$ cat config.mk
export PLATFORM = sky130hd
export DESIGN_NAME = countdown_timer_p
export DESIGN_NICKNAME = d
export VERILOG_FILES = /design/src/rtl/countdown_timer_p.sv
export SDC_FILE = /design/constraint.sdc
export NUM_CORES = 1
export LEC_CHECK = 0
export CAP_MARGIN = 20
export CORE_MARGIN = 2
export CORE_UTILIZATION = 47
export CTS_BUF_LIST = sky130_fd_sc_hd__clkbuf_8
export CTS_CLUSTER_SIZE = 28
export DETAILED_ROUTE_END_ITERATION = 8
export DONT_BUFFER_PORTS = 1
export GPL_ROUTABILITY_DRIVEN = 1
export PLACE_DENSITY = 0.6
export SLEW_MARGIN = 20
export SYNTH_ARGS = -nofsm -noshare
export SYNTH_HDL_FRONTEND = slang
export SYNTH_SLANG_ARGS = --single-unit
$ cat constraint.sdc
create_clock -name clk -period 2.3 [get_ports clk]
set_input_delay 0.115 -clock clk [delete_from_list [all_inputs] [get_ports clk]]
set_output_delay 0.115 -clock clk [all_outputs]
set_load 0.005 [all_outputs]
$ cat src/rtl/countdown_timer_p.sv
// Countdown timer: tick-driven count with start/pause, sticky expiry flag and a bounded buzzer pulse.
// Optional periodic alarm enabled by defining COUNTDOWN_AUTO_RELOAD_EN.
module countdown_timer_p #(
  parameter int WIDTH        = 5,
  parameter int DEFAULT_LOAD = 30,
  parameter int BUZZ_CYCLES  = 3
) (
  input  logic             clk,
  input  logic             rst,
  input  logic             tick,
  input  logic             load,
  input  logic [WIDTH-1:0] load_val,
  input  logic             start,
  input  logic             pause,
  output logic [WIDTH-1:0] remaining,
  output logic             running,
  output logic             expired,
  output logic             buzz
);

  localparam int CW = $clog2(BUZZ_CYCLES + 1);
  localparam logic [CW-1:0]    BUZZ_LAST = CW'(BUZZ_CYCLES);
  localparam logic [CW-1:0]    CNT_ONE   = CW'(1);
  localparam logic [WIDTH-1:0] LOAD_INIT = WIDTH'(DEFAULT_LOAD);
  localparam logic [WIDTH-1:0] ONE       = WIDTH'(1);
  localparam logic [WIDTH-1:0] ZERO      = '0;

  localparam logic [2:0] IDLE   = 3'd0;
  localparam logic [2:0] RUN    = 3'd1;
  localparam logic [2:0] PAUSED = 3'd2;
  localparam logic [2:0] ALERT  = 3'd3;
  localparam logic [2:0] DONE   = 3'd4;

  logic [2:0]    state;
  logic [CW-1:0] buzz_cnt;
`ifdef COUNTDOWN_AUTO_RELOAD_EN
  logic [WIDTH-1:0] reload;
`endif

  assign running = (state == RUN);

  // buzz_cnt holds the number of buzz cycles already shown, so entry sets it to 1
  always_ff @(posedge clk) begin
    if (!rst) begin
      state     <= IDLE;
      remaining <= LOAD_INIT;
      expired   <= 1'b0;
      buzz      <= 1'b0;
      buzz_cnt  <= '0;
`ifdef COUNTDOWN_AUTO_RELOAD_EN
      reload    <= LOAD_INIT;
`endif
    end else if (load) begin
      state     <= IDLE;
      remaining <= load_val;
      expired   <= 1'b0;
      buzz      <= 1'b0;
      buzz_cnt  <= '0;
`ifdef COUNTDOWN_AUTO_RELOAD_EN
      reload    <= load_val;
`endif
    end else begin
      case (state)
        IDLE: begin
          if (start && !pause) begin
            if (remaining != ZERO) begin
              state <= RUN;
            end else begin
              state    <= ALERT;
              expired  <= 1'b1;
              buzz     <= 1'b1;
              buzz_cnt <= CNT_ONE;
            end
          end
        end
        RUN: begin
          if (pause) begin
            state <= PAUSED;
          end else if (tick) begin
            if (remaining > ONE) begin
              remaining <= remaining - ONE;
            end else if (remaining == ONE) begin
              remaining <= ZERO;
              state     <= ALERT;
              expired   <= 1'b1;
              buzz      <= 1'b1;
              buzz_cnt  <= CNT_ONE;
            end
          end
        end
        PAUSED: begin
          if (start && !pause) state <= RUN;
        end
        ALERT: begin
          if (buzz_cnt >= BUZZ_LAST) begin
            buzz     <= 1'b0;
            buzz_cnt <= '0;
`ifdef COUNTDOWN_AUTO_RELOAD_EN
            // Periodic alarm: restart from the last loaded value; expired stays set
            if (reload != ZERO) begin
              remaining <= reload;
              state     <= RUN;
            end else begin
              state <= DONE;
            end
`else
            state <= DONE;
`endif
          end else begin
            buzz_cnt <= buzz_cnt + CNT_ONE;
          end
        end
        DONE: begin
          state <= DONE;
        end
        default: state <= IDLE;
      endcase
    end
  end

endmodule

; After elaboration in Yosys (flattened, before gate mapping)
; Index checks and enable logic that the tools add are counted.
[totals]
n_memories = 0
rom_bits = 0
inputBits = 11
word_cells = 74
out_inout_bits = 8
ram_bits = 0
reg_bits = 12
latch_bits = 0
[classes]
eq_ne = 17
n_shift = 0
reduce_logical = 15
add_sub_neg = 2
div = 0
bitwise_logic = 1
multipliers = 0
magnitude_cmp = 2
n_mux = 32
[op_table]
columns = op, count
row1 = 2-to-1 mux 5 bit, 6
row2 = 2-to-1 mux 3 bit, 7
row3 = 2-to-1 mux 2 bit, 8
row4 = != test 2 bit (second input constant), 8
row5 = case mux 3 bit (5 select lines), 1
row6 = AND reduction 7 bit, 2
row7 = AND reduction 8 bit, 1
row8 = 2-to-1 mux 1 bit, 7
row9 = equality test 3 x 2 -> 1 bit (second input constant), 2
row10 = != test 3 bit (second input constant), 2
row11 = case mux 2 bit (3 select lines), 1
row12 = AND reduction 6 bit, 1
row13 = nonzero test 2 bit, 3
row14 = nonzero test 3 bit, 2
row15 = equality test 5 x 1 -> 1 bit (second input constant), 1
row16 = greater-than comparator 5 x 1 -> 1 bit (second input constant), 1
row17 = nonzero test 5 bit, 1
row18 = subtractor 5 x 1 -> 5 bit (second input constant), 1
row19 = AND reduction 4 bit, 1
row20 = equality test 3 x 1 -> 1 bit (second input constant), 1
row21 = equality test 3 bit (second input constant), 1
row22 = zero test 3 bit, 1
row23 = != test 3 x 2 -> 1 bit (second input constant), 1
row24 = case mux 1 bit (3 select lines), 1
row25 = other kinds (8), 8

; Longest topological paths before layout
[logic_depth]
word_depth = 7
depth_mapped = 6

; Least setup slack after synthesis
; No wires, ideal clock.
[synth_timing]
path_type = register to register
start = register remaining[0]
end = register buzz
period_less_slack_ns = 1.487
arrival_time_ns = 1.371
slack_ns = 0.813
required_ns = 2.184
n_path_buf = 0
setup_ns = 0.116
path_stages_with_launch = 6
cell_sequence = dfxtp_1 inv_1 ha_1 and4_1 or3_1 o211a_1
[synth_via]
elab_chain_len = 3
word_cells_on_any_way = 7
[synth_rtl]
columns = element, line
row1 = "start, declared", 15  ; output logic [WIDTH-1:0] remaining,
row2 = "start signal, assigned", 55  ; remaining <= load_val;
row3 = "start signal, assigned", 81  ; remaining <= remaining - ONE;
row4 = greater-than comparator 5 x 1 -> 1 bit (tied with other cells), 80  ; if (remaining > ONE) begin
row5 = != test 2 bit (no source line) or != test 2 x 1 -> 1 bit (tied branches), --
row6 = AND reduction 8 bit (no source line) (*), --
row7 = "end signal, assigned", 71  ; buzz <= 1'b1;
row8 = "end signal, assigned", 86  ; buzz <= 1'b1;
row9 = "end signal, assigned", 96  ; buzz <= 1'b0;
row10 = "end, declared", 18  ; output logic buzz
; Mark *: on every way between the ends. The rest lies on a longest branch, timed or not.
; A chain may end at the register's enable or synchronous reset.

; Worst setup path in the final report
[layout_timing]
start = register state[0]
end = register remaining[3]
[layout_via]
elab_chain_len = 3
[layout_rtl]
columns = element, line
row1 = "start, declared", 34  ; logic [2:0] state;
row2 = "start signal, assigned", 45  ; state <= IDLE;
row3 = "start signal, assigned", 54  ; state <= IDLE;
row4 = "start signal, assigned", 67  ; state <= RUN;
row5 = equality test 3 x 1 -> 1 bit, 63  ; case (state)
row6 = nonzero test 2 bit (no source line), --
row7 = AND reduction 4 bit (no source line), --
; Every way passes these cells.

==> impl_metrics.tcl <==
set metrics [dict create \
    p_total_w 0.0005027 \
    post_drt_wl_per_cell_um 14.49 \
    synth_area_um2 773.2 \
    root_buffer "clkbuf_8" \
    diodes 0 \
    port_buffers 0 \
    drtPass1Iterations 4 \
    setup_tns_ps 0 \
    viasPerCell 5.918 \
    grt_use_total_pct 17.64 \
    start_util_pct 50.74 \
    setup_violations 0 \
    drtAntennaViolNets 0 \
    crit_top_cell "nand3_1" \
    ys_types 37 \
    worstSetupEndpointType "flip-flop" \
    fin_worst_skew_ps 4.807 \
    drt_iter0_markers 26 \
    grt_overflow 0 \
    synth.top_cell.area_share_pct 31.07 \
    synth_edf_count 0 \
    path_max_fanout 11 \
    finalHoldViolCount 0 \
    drcViolationCount 0 \
    cts_tree "yes" \
    p_per_area_nw_per_um2 595.3 \
    path_cells "nor4b_4 > nand3_1 > mux2i_1 > nand3_1 > dlygate4sd3_1" \
    p_leak_nw 0.3707 \
    clock.fmax_mhz 500.9 \
    boundaryPins 19 \
    routed_wl_mm 1.594 \
    clock_latency_ps 240 \
    grt_pass1_vias 591 \
    clock-sinks 12 \
    tightest_slew_ps 364.0 \
    gp_congestion 0.7400 \
    synth_warnings 0 \
    die_h_um 44.56 \
    syn_avg_cell_area_um2 8.497 \
    period_needed_ps 1996 \
    rsz0062_at_grt "no" \
    postCtsSetupBuffers 0 \
    critPathMaxStageDelay_ps 550 \
    synth_common_cells "dfxtp_1, nand2_1, a21oi_1" \
    area_delta_synth_final_pct 9.223 \
    synth_ff_type "dfxtp_1" \
    cts_buffers 3 \
    required_ps 2430 \
    start_kind "flip-flop" \
    drv_slew 0 \
    ys_seq_elements 12 \
    crit_slowest_cell "dlygate4sd3_1" \
    layout-drive-gt1-share_pct 8.511 \
    cts.path.max_buffers 2 \
    path_class "flip-flop to flip-flop" \
    final_cell_area_um2 844.6 \
    final_nets 110 \
    final_cells 110 \
    core_area_um2 1524 \
    place_ws_ps 661.3 \
    maxSlewHeadroom_pct 75.63 \
    dpl.cell_count 103 \
    die_w_um 44.56 \
    dpl_cell_area_um2 759.5 \
    min_path_type "input port to flip-flop" \
    syn-instance-count 91 \
    grt_start_max_net_pins 13 \
    clk_pin_slew_ps 60 \
    peakVddDrop_mv 0.4186 \
    async_flop_share_pct 0 \
    period_share_pct 86.80 \
    synth_largest_area_cell "dfxtp_1" \
    post-dp-hpwl_mm 1.158 \
    rr_worst_depth 5 \
    antenna_found_initial 0 \
    worst_slack_ps 303.6 \
    drv_cap 0 \
    row_count 14 \
    synth_nets 106 \
    seq_area_frac_synth_pct 31.07 \
    nFillCells 145 \
    synth.most_common_cell "dfxtp_1" \
    cts-htree-levels 1 \
    dieArea_um2 1986 \
    worstHoldPathCells 1 \
    grt_first_pass_wirelength_mm 2.559 \
    crit_arrival_ps 2130 \
    status "finished clean" \
    vias 651 \
    synth.area.top_cells "dfxtp_1, ha_1, nand2_1, a21oi_1, mux2i_1" \
]
-- layer usage --
metal / vias up / track usage (%) / wire (µm)
met5: - / 0 / 0
met4: 0 / 5.455 / 9
met3: 2 / 4.898 / 120
met2: 22 / 22.90 / 614
met1: 288 / 27.34 / 849
li1: 339 / - / -
-- logic make-up (layout without fill, tap and decap cells) --
group	Yosys count	count (layout)	synth area share, %
buffers and inverters	7	10	5.825
adders and majority gates	4	4	6.473
muxes	3	3	3.884
DFF	12	12	31.07
AOI/OAI and AO/OA	23	23	20.06
and+or+nand+nor	42	42	32.69
-- layout by cell type (no fill, tap or decap), types with 3 or more instances in the layout --
master	Yosys	layout
inv_1	3	3
nor2_1	6	6
ha_1	4	4
o21ai_0	3	3
a21oi_1	8	8
nand3_1	5	5
mux2i_1	3	3
clkbuf_8	0	4
dlygate4sd3_1	0	3
nor3_1	3	3
nor2b_1	3	3
dfxtp_1	12	12
nand2_1	11	11
-- worst paths after layout --
kind                  endpoint   startpoint  slack [ps]
hold reg to reg    buzz_cnt[1]  buzz_cnt[1]         450
setup reg to reg  remaining[3]     state[0]         300
hold / removal    remaining[1]         load           7
setup / recovery  remaining[3]     state[0]         300
-- metrics by stage --
| step | hold WS, ps | util, % |
|---|---|---|
| global placement | 189.5 | 49.84 |
| floorplan | 186.8 | - |
| CTS | 0.9166 | 54.76 |
| finish | 7.227 | 55.42 |
| detailed placement | 191.5 | 49.84 |
| global route | 12.02 | 55.42 |
-- registers in the layout, indices dropped and copies added, names as in the netlist --
register / cells
remaining: 5
buzz: 1
buzz_cnt: 2
state: 3
expired: 1
-- where the power goes --
group	leakage [nW]	total (W)	switching, W	internal, W
logic	0.244	0.0000424	0.0000204	0.0000220
clock network	0.0288	0.000231	0.0000803	0.000151
registers	0.0982	0.000229	0.0000139	0.000215
-- worst max-delay path, delay by kind of cell (launching register included) --
| kind | cells | cell delay [ps] |
|---|---|---|
| buf+inv | 1 | 550 |
| flops | 1 | 520 |
| mux | 1 | 170 |
| simple gates | 3 | 650 |
-- repair_timing --
item / in CTS / in global routing
hold endpoints to repair: 3 / 1
resized for setup: 0 / 0
hold buffers: 2 / 1
-- area by class of cell --
class / count / area [µm²] / share of cell area, %
multi-input combinational: 72 / 488.0 / 57.78
tap: 16 / 20.02 / 2.370
timing repair buffer: 3 / 30.03 / 3.556
inverter: 3 / 11.26 / 1.333
sequential: 12 / 240.2 / 28.44
clock buffer: 4 / 55.05 / 6.519
Power figures use the tool's default switching activity.
